===== src/rtl/gem_ext_fifo_rx.sv =====
`timescale 1ns/1ps
// gem_ext_fifo_rx
// Receive side of the GEM External FIFO interface. GEM byte writes (no backpressure)
// are buffered in a small FIFO and presented as an 8-bit AXI-Stream master. Frames that
// are aborted, errored, flushed or overflowed end with a tlast beat carrying tuser=1.
//
// Ports:
//   clk, rstn              single clock, asynchronous active-low reset
//   gem_rx_w_data/wr       GEM byte write (one byte per cycle while wr is high)
//   gem_rx_w_sop/eop/err   frame delimiters and error flag, qualified by wr
//   gem_rx_w_flush         GEM flush request (level)
//   gem_rx_w_overflow      high while bytes of the current frame are being dropped
//   m_axis_*               AXI-Stream master (tdata/tvalid/tready/tlast/tuser)
//
// Optional feature (macro GEM_EXT_FIFO_RX_STATUS_EN): adds gem_rx_w_status input and
// rx_status/rx_status_valid outputs; status is captured on each accepted end of frame.
module gem_ext_fifo_rx #(
  parameter int unsigned DEPTH = 16
) (
  input  logic        clk,
  input  logic        rstn,
  input  logic [7:0]  gem_rx_w_data,
  input  logic        gem_rx_w_wr,
  input  logic        gem_rx_w_sop,
  input  logic        gem_rx_w_eop,
  input  logic        gem_rx_w_err,
  input  logic        gem_rx_w_flush,
  output logic        gem_rx_w_overflow,
  output logic [7:0]  m_axis_tdata,
  output logic        m_axis_tvalid,
  input  logic        m_axis_tready,
  output logic        m_axis_tlast,
  output logic        m_axis_tuser
`ifdef GEM_EXT_FIFO_RX_STATUS_EN
  ,
  input  logic [44:0] gem_rx_w_status,
  output logic [44:0] rx_status,
  output logic        rx_status_valid
`endif
);

  localparam int unsigned PTR_W = $clog2(DEPTH);
  localparam int unsigned CNT_W = PTR_W + 1;

  typedef struct packed {
    logic       user;
    logic       last;
    logic [7:0] data;
  } entry_t;

  typedef enum logic [1:0] {
    ST_IDLE,
    ST_RECV,
    ST_DROP,
    ST_DISCARD
  } state_t;

  localparam entry_t TERM = '{user: 1'b1, last: 1'b1, data: 8'h00};

  state_t           state_q, state_d;
  entry_t           mem_q [DEPTH];
  entry_t           head_q, head_d;
  entry_t           wr_entry;
  logic [PTR_W-1:0] wr_ptr_q, wr_ptr_d;
  logic [PTR_W-1:0] rd_ptr_q, rd_ptr_d;
  logic [CNT_W-1:0] count_q, count_d;
  logic             valid_q;
  logic             ovf_q;
  logic             push;
  logic             pop;
  logic             room_data;
  logic             room_last;
  logic             eop_accept;

  // Data bytes stop one short of full so a terminator always has a slot.
  assign room_data = (count_q < CNT_W'(DEPTH - 1));
  assign room_last = (count_q < CNT_W'(DEPTH));
  assign pop       = valid_q & m_axis_tready;

  // Frame FSM: decides what (if anything) is written into the buffer this cycle.
  always_comb begin
    state_d    = state_q;
    push       = 1'b0;
    wr_entry   = TERM;
    eop_accept = 1'b0;
    case (state_q)
      ST_IDLE: begin
        // Flush wins over a simultaneous write; in IDLE it simply drops that byte.
        if (!gem_rx_w_flush && gem_rx_w_wr && gem_rx_w_sop) begin
          if (gem_rx_w_eop) begin
            // Single-byte frame; lost whole if even the terminator slot is taken.
            if (room_last) begin
              push       = 1'b1;
              wr_entry   = '{user: gem_rx_w_err, last: 1'b1, data: gem_rx_w_data};
              eop_accept = 1'b1;
            end
          end else if (room_data) begin
            push     = 1'b1;
            wr_entry = '{user: 1'b0, last: 1'b0, data: gem_rx_w_data};
            state_d  = ST_RECV;
          end else begin
            // Nothing of this frame was written, so it is skipped silently.
            state_d = ST_DISCARD;
          end
        end
      end
      ST_RECV: begin
        if (gem_rx_w_flush) begin
          push    = 1'b1;
          state_d = ST_IDLE;
        end else if (gem_rx_w_wr) begin
          if (gem_rx_w_sop) begin
            // Missing eop: the new frame's first byte closes the old one as bad.
            push     = 1'b1;
            wr_entry = '{user: 1'b1, last: 1'b1, data: gem_rx_w_data};
            state_d  = gem_rx_w_eop ? ST_IDLE : ST_DISCARD;
          end else if (gem_rx_w_eop) begin
            push       = 1'b1;
            wr_entry   = '{user: gem_rx_w_err, last: 1'b1, data: gem_rx_w_data};
            eop_accept = 1'b1;
            state_d    = ST_IDLE;
          end else if (room_data) begin
            push     = 1'b1;
            wr_entry = '{user: 1'b0, last: 1'b0, data: gem_rx_w_data};
          end else begin
            state_d = ST_DROP;
          end
        end
      end
      ST_DROP: begin
        if (gem_rx_w_flush || (gem_rx_w_wr && gem_rx_w_eop)) begin
          push    = 1'b1;
          state_d = ST_IDLE;
        end
      end
      ST_DISCARD: begin
        if (gem_rx_w_flush || (gem_rx_w_wr && gem_rx_w_eop)) begin
          state_d = ST_IDLE;
        end
      end
      default: state_d = ST_IDLE;
    endcase
  end

  // Buffer bookkeeping and next head-of-queue (bypasses the array when writing into empty).
  always_comb begin
    wr_ptr_d = wr_ptr_q + PTR_W'(push);
    rd_ptr_d = rd_ptr_q + PTR_W'(pop);
    count_d  = count_q + CNT_W'(push) - CNT_W'(pop);
    if (count_d == '0) begin
      head_d = '0;
    end else if (push && (wr_ptr_q == rd_ptr_d)) begin
      head_d = wr_entry;
    end else begin
      head_d = mem_q[rd_ptr_d];
    end
  end

  // State, pointers and registered stream outputs.
  always_ff @(posedge clk or negedge rstn) begin
    if (!rstn) begin
      state_q  <= ST_IDLE;
      wr_ptr_q <= '0;
      rd_ptr_q <= '0;
      count_q  <= '0;
      head_q   <= '0;
      valid_q  <= 1'b0;
      ovf_q    <= 1'b0;
    end else begin
      state_q  <= state_d;
      wr_ptr_q <= wr_ptr_d;
      rd_ptr_q <= rd_ptr_d;
      count_q  <= count_d;
      head_q   <= head_d;
      valid_q  <= (count_d != '0);
      ovf_q    <= (state_d == ST_DROP);
    end
  end

  // Buffer storage; contents are don't-care until written.
  always_ff @(posedge clk) begin
    if (push) begin
      mem_q[wr_ptr_q] <= wr_entry;
    end
  end

  assign m_axis_tdata      = head_q.data;
  assign m_axis_tlast      = head_q.last;
  assign m_axis_tuser      = head_q.user;
  assign m_axis_tvalid     = valid_q;
  assign gem_rx_w_overflow = ovf_q;

`ifdef GEM_EXT_FIFO_RX_STATUS_EN
  logic [44:0] status_q;
  logic        status_valid_q;

  // Status word latched with each accepted end-of-frame byte.
  always_ff @(posedge clk or negedge rstn) begin
    if (!rstn) begin
      status_q       <= '0;
      status_valid_q <= 1'b0;
    end else begin
      status_valid_q <= eop_accept;
      if (eop_accept) begin
        status_q <= gem_rx_w_status;
      end
    end
  end

  assign rx_status       = status_q;
  assign rx_status_valid = status_valid_q;
`else
  logic unused_eop_accept;
  assign unused_eop_accept = eop_accept;
`endif

endmodule


===== config.mk =====
export PLATFORM = sky130hd
export DESIGN_NAME = gem_ext_fifo_rx
export DESIGN_NICKNAME = d
export VERILOG_FILES = /design/src/rtl/gem_ext_fifo_rx.sv
export SDC_FILE = /design/constraint.sdc
export NUM_CORES = 1
export LEC_CHECK = 0
export ABC_AREA = 0
export BUFFER_PORTS_ARGS = -buffer_cell sky130_fd_sc_hd__buf_2
export CORE_MARGIN = 2
export CORE_UTILIZATION = 50
export CTS_CLUSTER_DIAMETER = 80
export DETAILED_ROUTE_END_ITERATION = 7
export PLACE_DENSITY = 0.67
export SLEW_MARGIN = 20
export SYNTH_ARGS = -nofsm -noshare
export SYNTH_HDL_FRONTEND = slang
export SYNTH_SLANG_ARGS = --single-unit

===== constraint.sdc =====
create_clock -name clk -period 7.55 [get_ports clk]
set_input_delay 1.1325 -clock clk [delete_from_list [all_inputs] [get_ports clk]]
set_output_delay 1.1325 -clock clk [all_outputs]
set_load 0.02 [all_outputs]

==> results of run 1 <==
-- layout by cell type (no fill, tap or decap), drive strengths merged, types with 5 or more instances in the layout --
cell	instances
xnor2	7
edfxtp	160
inv	12
mux4	40
mux2i	30
buf	43
clkinv	8
nor2	11
ha	11
nand3	13
a21oi	13
dfrtp	27
clkbuf	20
nand2b	5
a21boi	8
o21ai	12
nor3	6
-- report_power, final --
part           switching [µW]  leakage (µW)  internal (µW)
Combinational             770      0.000973            637
Sequential               65.7       0.00178           1230
Clock                     363      0.000243            417
Total                    1200       0.00300           2280
-- through the flow --
step	power (µW)	area (µm²)	cells	setup WS, ns
finish	3480	8660	653	3.01
CTS	3510	8650	653	3.07
detailed placement	2730	8130	622	2.63
global placement	2700	8130	622	2.88
floorplan	2370	7720	412	3.40
global route	3670	8660	653	2.68
-- critical path, delay by kind of cell --
kind | cells | cell delay [ns]
simple gates | 3 | 0.73
fa+ha+maj | 3 | 0.72
compound gates | 5 | 1.95
buf+inv | 3 | 0.25
-- metal layers --
metal	vias to the layer above	GRT usage (%)
met5	-	0
met4	0	7.89
met3	25	3.84
met2	89	31.3
met1	1979	27.4
li1	1733	-
-- kinds of logic after synthesis --
kind of cell | synth area share [%]
AO/OA/AOI/OAI | 4.15
XOR/XNOR | 1.43
adder cells (fa/ha/maj) | 2.04
buffers and inverters | 1.80
flip-flops | 71.0
multiplexers | 15.6
AND/OR/NAND/NOR | 3.99
-- registers in the layout (all words and copies together), names as in the netlist --
register and cells:
count_q 5, gem_rx_w_overflow 1, m_axis_tdata 8, m_axis_tlast 1
m_axis_tuser 1, m_axis_tvalid 1, mem_q 160, rd_ptr_q 4
state_q 2, wr_ptr_q 4
-- layout make-up --
cell class,count,area [µm²]
clock buffer,20,437
clock inverter,11,75.1
fill,1113,6480
inverter,11,41.3
multi-input combinational,193,2140
sequential,187,5480
tap,188,235
timing repair buffer,43,255
-- worst max path at each step --
stage,start,to,cells past startpoint
2_1_floorplan,gem_rx_w_eop,m_axis_tdata[0],16
6_report,gem_rx_w_wr,m_axis_tdata[1],14
3_3_place_gp,gem_rx_w_wr,m_axis_tdata[7],14
3_5_place_dp,gem_rx_w_wr,m_axis_tdata[4],14
4_1_cts,count_q[4],m_axis_tdata[4],15
5_1_grt,count_q[4],m_axis_tdata[6],15
==> metrics.txt, run 1 <==
ant diodes=0; Synth warnings=0; Nets=481; post-synthesis sequential area ratio=a little over 70%; share of cells above drive strength 1=26.9%; status=completed; Min-Delay Path Depth=1; io pins=28; vias in the first global route=roughly 4k; Yosys top cell area share=about 62%; syn_nets=440; main flop type after synthesis=edfxtp_1; first-pass GRT wire length=between 20000 and 25000 µm; Core Area=~15000 µm²; CTS clk-pin slew, worst paths=0.06 ns; Clock Sink Count=187; WL met1=about 6700 µm; CTS tree=yes; CTS buffer count=17; Post-Syn Area=around 7700 µm²; Fin Hold WS=0.607 ns; most numerous cell in the Yosys netlist=edfxtp_1; met2 wire length=7430 µm; Sum Neg Setup Slack=0 ns; register bit total from synthesis=around 190; Highest Signal Layer=met4; met3 WL=between 600 and 700 µm; worst r2r src=count_q[4]; number of enable flip-flop cells after synthesis=160; Total GRT Usage=19.8%; syn avg cell area=between 15 and 20 µm²; Synth top cells by count=edfxtp_1 (160), mux4_2 (40), mux2i_1 (30), dfrtp_1 (27); largest net degree at the start of global routing=between 40 and 50; crit path launch type=primary input; total number of vias=3826; Max Slew Vio Count=0; Crit-path slowest cell=a2111oi_2; initial core utilization=50.9%; initial antenna violation count=0; utilization after layout=approximately 57%; peak supply drop=approximately 0.24 mV; DRT iter0 DRCs=472; PortBufs=27; CP endpoint kind=flip-flop; synthesized instance count=between 400 and 500; FMAX=between 200 and 250 MHz; Power per Cell Area=402 nW/µm²; via/cell ratio=between 5 and 6; H-tree depth=4; clock skew=between 0.01 and 0.015 ns; global placer's final weighted congestion=~0.81; main area contributors after synthesis=edfxtp_1 (62%), mux4_2 (12%), dfrtp_1 (8.8%); worst-path cell chain=buf_2, nor3b_4, o2111ai_4, a32o_2, ha_1, inv_1, ha_1, inv_1, fa_1, nor2b_1, o21a_1, or3_1, a2111oi_2, a21oi_1; cts hold-fix bufs=0; hold endpoint=count_q[0]; Final setup viols=0; Synth area leader=edfxtp_1; remaining antenna violation count after routing=0; RSZ-0062 raised after global routing=no; Longest Clk Path Bufs=2; worst relative slew slack=around a quarter; Slew @ Worst Pin=roughly 1.1 ns; Area Overhead vs Synth=12.3%; Max-Cap Viols=0; endpoints failing hold=0; row count=45; R2R Setup Slk=3.01 ns; Resize count post-CTS=0; part of the cycle the worst path needs=around three fifths; Pre-antenna DRT Iters=5; Clk Latency, worst-skew pair=0.43 ns; Lkg Pwr=between 0.002 and 0.003 µW; R2R cell count=15; CP Class=primary input to flip-flop; setup repair bufs after CTS=0; max incr delay on CP=0.98 ns; Yosys cell types=between 40 and 50; Root Buffer=clkbuf_16; Arr. time, crit path=approximately 4.8 ns; min-delay src=count_q[0]; required time worst endpoint=roughly 8 ns; die width=about 130 µm; gr ovfl total=0; DIE AREA=between 15000 and 20000 µm²; WL final=15100 µm; fraction of registers with async set/reset=around 14%; worst min path class=flip-flop to flip-flop; WL/cell=between 20 and 25 µm; Max FO, Critical Path=17; Post-route DRC=0; reg2reg end=m_axis_tdata[1]; DP HPWL=between 9000 and 10000 µm; Tmin final=between 4 and 5 ns; Chip Height=approximately 130 µm
Note: power is estimated with default switching activity, not from simulation.
==> run 2: changes to the inputs <==
==> constraint.sdc (replaced) <==
create_clock -name clk -period 4.5 [get_ports clk]
set_input_delay 0.675 -clock clk [delete_from_list [all_inputs] [get_ports clk]]
set_output_delay 0.675 -clock clk [all_outputs]
set_load 0.02 [all_outputs]
==> metrics.txt, run 2 (synthesis gave the netlist of run 1 again) <==
clock skew=0.00864 ns (-0.00519 ns); GR peak layer=met2; Largest register FFs=160 (unchanged); Pre-antenna DRT Iters=5 (unchanged); status=completed; largest net degree at the start of global routing=30 (-30%); # fillers=1074 (-3.5%); Root Buffer=clkbuf_16; RSZ-0062 raised after global routing=no; FMAX=251 MHz; Max Slew Vio Count=0 (unchanged); Core Area=15100 µm² (unchanged); Final setup viols=0 (unchanged); Chip Height=128 µm (unchanged); utilization after layout=58.5% (+1.3 points); Tmin final=between 3 and 4 ns; H-tree depth=4 (unchanged); die width=128 µm (unchanged); Clock Sink Count=187 (unchanged); Longest Clk Path Bufs=2 (unchanged); M3 GR Usage=4.05% (+0.21 points); gr ovfl total=0 (unchanged); Slew @ Worst Pin=1.02 ns (-0.0930 ns); CP endpoint kind=flip-flop; ant diodes=0 (unchanged); peak supply drop=0.400 mV (+65%); crit path launch type=flip-flop; DIE AREA=16400 µm² (unchanged); Clk Latency, worst-skew pair=0.42 ns (about the same); cts hold-fix bufs=0 (unchanged); DP HPWL=9400 µm (+1.0%); reg2reg end=m_axis_tdata[1]; commonest non-fill, non-tap cell in the layout=edfxtp_1; CP Class=flip-flop to flip-flop; worst relative slew slack=30.8% (+5.4 points); Max-Cap Viols=0 (unchanged); Reg with most FFs=mem_q; row count=45 (unchanged); Sum Neg Setup Slack=0 ns (unchanged); Lkg Pwr=0.00311 µW (+3.9%); R2R cell count=15 (unchanged); initial antenna violation count=0 (unchanged); Total GRT Usage=19.6% (-0.12 points); total number of vias=3824 (-0.052%); WL/cell=22.4 µm (-2.9%); Max FO, Critical Path=17 (unchanged); Arr. time, crit path=4.28 ns (-0.51 ns); GR Util met1=26.1% (-1.2 points); GR Util met2=32.1% (+0.81 points); WL final=14900 µm (-1.2%); share of cells above drive strength 1=28.4% (+1.5 points); Nets=492 (+2.3%); setup repair bufs after CTS=0 (unchanged); Area Overhead vs Synth=14.7%; global placer's final weighted congestion=0.859 (+5.6%); Final Power=6120 µW (+76%); worst r2r src=count_q[1]; worst min path class=primary input to asynchronous set/reset pin; initial core utilization=50.9% (unchanged); most frequent cells in the layout=edfxtp_1 (160), mux4_2 (40), mux2i_1 (30); first-pass GRT wire length=23000 µm (-0.71%); CTS clk-pin slew, worst paths=0.06 ns (about the same); Resize count post-CTS=0 (unchanged); remaining antenna violation count after routing=0 (unchanged); PortBufs=27 (unchanged); DRT iter0 DRCs=366 (-22%); via/cell ratio=5.76 (-1.7%); CTS tree=yes; Post-route DRC=0 (unchanged); io pins=28 (unchanged); endpoints failing hold=0 (unchanged); Power per Cell Area=691 nW/µm² (+72%); required time worst endpoint=4.79 ns (-3.01 ns); vias in the first global route=3925 (+0.025%); R2R Setup Slk=0.51 ns (-2.50 ns); part of the cycle the worst path needs=roughly nine tenths; CTS buffer count=17 (unchanged)
[run 2: cell types whose count changed in the layout (fill, tap and decap cells not counted), moves of 2 or more]
cell / previous run / this run
bufinv_16: 0 / 4
clkinv_1: 3 / 0
nor2_1: 6 / 11
nor2_2: 5 / 0
inv_6: 1 / 3
buf_4: 16 / 26
[run 2: worst max-delay path by stage]
| stage | end | from | depth (start not counted) | slack, ns |
|---|---|---|---|---|
| 2_1_floorplan | m_axis_tdata[0] | count_q[1] | 16 | 0.79 |
| 3_3_place_gp | m_axis_tlast | gem_rx_w_wr | 15 | 0.65 |
| 3_5_place_dp | m_axis_tdata[0] | gem_rx_w_wr | 15 | 0.48 |
| 4_1_cts | m_axis_tdata[0] | count_q[1] | 15 | 0.51 |
| 5_1_grt | m_axis_tdata[1] | count_q[4] | 16 | 0.20 |
| 6_report | m_axis_tdata[1] | count_q[1] | 15 | 0.51 |
[run 2: worst max-delay path, cell delays in order, from the launching register on]
cell,delay [ns]
dfrtp_1,0.42
ha_1,0.24
a31oi_1,0.46
o221ai_1,0.23
a32o_2,0.41
ha_1,0.31
inv_1,0.04
ha_1,0.19
inv_1,0.08
fa_1,0.20
nor2b_1,0.07
o21a_1,0.18
or3_1,0.34
a2111oi_2,0.38
buf_4,0.24
a21oi_1,0.07
[run 2: routing by layer]
metal  up-vias  share of wire [%]
met3        16                5.9
met2       121                 51
met5         -                  0
li1       1753                  -
met4         0                1.6
met1      1934                 42
[run 2: metrics by stage]
stage	instances	hold WS [ns]	instance area, µm²	setup slack [ns]
3_3_place_gp	633	0.549	8230	0.653
4_1_cts	664	0.261	8850	0.513
6_report	664	0.249	8850	0.509
2_1_floorplan	412	0.379	7720	0.788
5_1_grt	664	0.291	8850	0.204
3_5_place_dp	633	0.556	8230	0.476
[run 2: cell type report]
type                       instances  area (µm²)  area share (%)
clock buffer                      19         433            4.89
clock inverter                    12         188            2.12
inverter                          11        41.3           0.466
timing repair buffer              54         350            3.96
sequential                       187        5480            61.9
multi-input combinational        193        2130            24.0
tap                              188         235            2.66
[run 2: power by group]
part           internal [µW]  switching, µW
clock                    935            612
combinational           1110           1290
sequential              2060            106
total                   4110           2000
==> run 3: changes to the inputs <==
--- a/config.mk
+++ b/config.mk
@@ -7,11 +7,13 @@
 export LEC_CHECK = 0
 export ABC_AREA = 0
 export BUFFER_PORTS_ARGS = -buffer_cell sky130_fd_sc_hd__buf_2
+export CELL_PAD_IN_SITES_DETAIL_PLACEMENT = 0
+export CELL_PAD_IN_SITES_GLOBAL_PLACEMENT = 2
 export CORE_MARGIN = 2
-export CORE_UTILIZATION = 50
+export CORE_UTILIZATION = 48
 export CTS_CLUSTER_DIAMETER = 80
 export DETAILED_ROUTE_END_ITERATION = 7
-export PLACE_DENSITY = 0.67
+export PLACE_DENSITY_LB_ADDON = 0.1
 export SLEW_MARGIN = 20
 export SYNTH_ARGS = -nofsm -noshare
 export SYNTH_HDL_FRONTEND = slang
==> metrics.txt, run 3 (synthesis gave the netlist of run 1 again) <==
Longest Clk Path Bufs=2 (unchanged); Clock Sink Count=187 (unchanged); largest net degree at the start of global routing=38 (+27%); commonest non-fill, non-tap cell in the layout=edfxtp_1; endpoints failing hold=0 (unchanged); Reg with most FFs=mem_q; DRT iter0 DRCs=351 (-4.1%); required time worst endpoint=4.81 ns (+0.02 ns); CP endpoint kind=flip-flop; share of cells above drive strength 1=29.7% (+1.3 points); Tmin final=4.04 ns (+0.0510 ns); CP Class=flip-flop to flip-flop; remaining antenna violation count after routing=0 (unchanged); die width=131 µm (+2.0%); Max FO, Critical Path=17 (unchanged); part of the power in registers=35.4% (about the same); Post-route DRC=0 (unchanged); PortBufs=27 (unchanged); status=completed; Core Area=15800 µm² (+4.1%); WL/cell=22.6 µm (+0.92%); cts hold-fix bufs=0 (unchanged); DP HPWL=10100 µm (+7.2%); peak supply drop=0.322 mV (-20%); Largest register FFs=160 (unchanged); Slew @ Worst Pin=0.944 ns (-0.0780 ns); clock skew=0.00944 ns (+0.000804 ns); io pins=28 (unchanged); Clk Latency, worst-skew pair=0.43 ns (about the same); via/cell ratio=5.54 (-3.8%); Resize count post-CTS=0 (unchanged); first-pass GRT wire length=23900 µm (+3.9%); Root Buffer=clkbuf_16; setup ws final=0.458 ns (-0.0510 ns); Area Overhead vs Synth=15.2%; initial antenna violation count=0 (unchanged); row count=46 (+2.2%); FMAX=247 MHz (-1.3%); Total GRT Usage=20.1% (+0.44 points); H-tree depth=4 (unchanged); Max-Cap Viols=0 (unchanged); # fillers=1263 (+18%); worst relative slew slack=36.7% (+5.9 points); worst min path class=primary input to asynchronous set/reset pin; Sw Ratio=34.3% (+1.6 points); CTS buffer count=17 (unchanged); Chip Height=131 µm (+2.0%); RSZ-0062 raised after global routing=no; placed instance count=662 (+4.6%); Sum Neg Setup Slack=0 ns (unchanged); most frequent cells in the layout=edfxtp_1 (160), mux4_2 (40), mux2i_1 (30); share of total power in the clock network=24.7% (-0.6 points); part of the cycle the worst path needs=89.8% (+1.1 points); global placer's final weighted congestion=0.789 (-8.1%); Final setup viols=0 (unchanged); WL final=15700 µm (+5.5%); Lkg Pwr=0.00311 µW (about the same); Max Slew Vio Count=0 (unchanged); Final Power=6120 µW (+0.11%); vias in the first global route=3948 (+0.59%); total number of vias=3844 (+0.52%); Pre-antenna DRT Iters=5 (unchanged); CTS clk-pin slew, worst paths=0.07 ns (about the same); Int Pwr=4020 µW (-2.2%); gr ovfl total=0 (unchanged); utilization after layout=56.3% (-2.1 points); DIE AREA=17100 µm² (+4.0%); Nets=493 (+0.20%); pre-CTS setup slack=0.494 ns (+0.0178 ns); Arr. time, crit path=4.35 ns (+0.07 ns); initial core utilization=48.9% (-2.0 points); Layout Cells excl Fill=694 (+4.5%); CTS tree=yes; Power per Cell Area=689 nW/µm² (-0.26%); setup repair bufs after CTS=0 (unchanged); Comb pwr share=39.9% (+0.7 points); ant diodes=0 (unchanged); crit path launch type=flip-flop; Psw=2100 µW (+4.9%)
[run 3: layer usage]
metal	share of wire (%)	up-vias	global-route usage, %
met3	4.4	14	3.46
met2	50	68	32.0
met1	45	2010	28.3
li1	-	1752	-
met4	1.1	0	7.32
met5	0	-	0
[run 3: power groups by stage]
stage	logic (µW)	clock network [µW]	registers (µW)
after CTS	2490	1540	2170
final	2440	1510	2170
after global placement	2460	0	2200
after global routing	2670	1610	2190
after floorplan	1750	0	2230
after detailed placement	2480	0	2210
[run 3: through the flow]
step / area, µm² / hold WS, ns
6_report: 8890 / 0.251
5_1_grt: 8890 / 0.288
4_1_cts: 8880 / 0.252
3_5_place_dp: 8270 / 0.600
3_3_place_gp: 8270 / 0.590
2_1_floorplan: 7720 / 0.379
[run 3: worst paths after layout]
path / slack, ns / cells after the start / end / startpoint
worst min-delay path: 0.25 / 1 / gem_rx_w_overflow / rstn
worst max register to register: 0.46 / 15 / m_axis_tdata[4] / count_q[1]
worst min register to register: 0.61 / 1 / count_q[0] / count_q[0]
worst max-delay path: 0.46 / 15 / m_axis_tdata[4] / count_q[1]
max in group asynchronous: 3.85 / 1 / wr_ptr_q[2] / rstn
min in group clk: 0.51 / 2 / state_q[0] / gem_rx_w_flush
[run 3: layout make-up]
cell class | instances | area [µm²] | area share, %
clock inverter | 15 | 180 | 2.03
tap | 216 | 270 | 3.04
clock buffer | 17 | 425 | 4.79
multi-input combinational | 193 | 2130 | 24.0
sequential | 187 | 5480 | 61.7
timing repair buffer | 55 | 358 | 4.03
inverter | 11 | 41.3 | 0.465
[run 3: critical path, cell delays in order, from the launching register on]
cell and delay (ns):
dfrtp_1 0.44, ha_1 0.24, a31oi_1 0.52, o221ai_1 0.24, a32o_2 0.42, ha_1 0.32
inv_1 0.04, ha_1 0.18, inv_1 0.08, fa_1 0.22, nor2b_1 0.06, o21a_1 0.17
or3_1 0.33, a2111oi_2 0.36, buf_4 0.24, a21oi_1 0.07
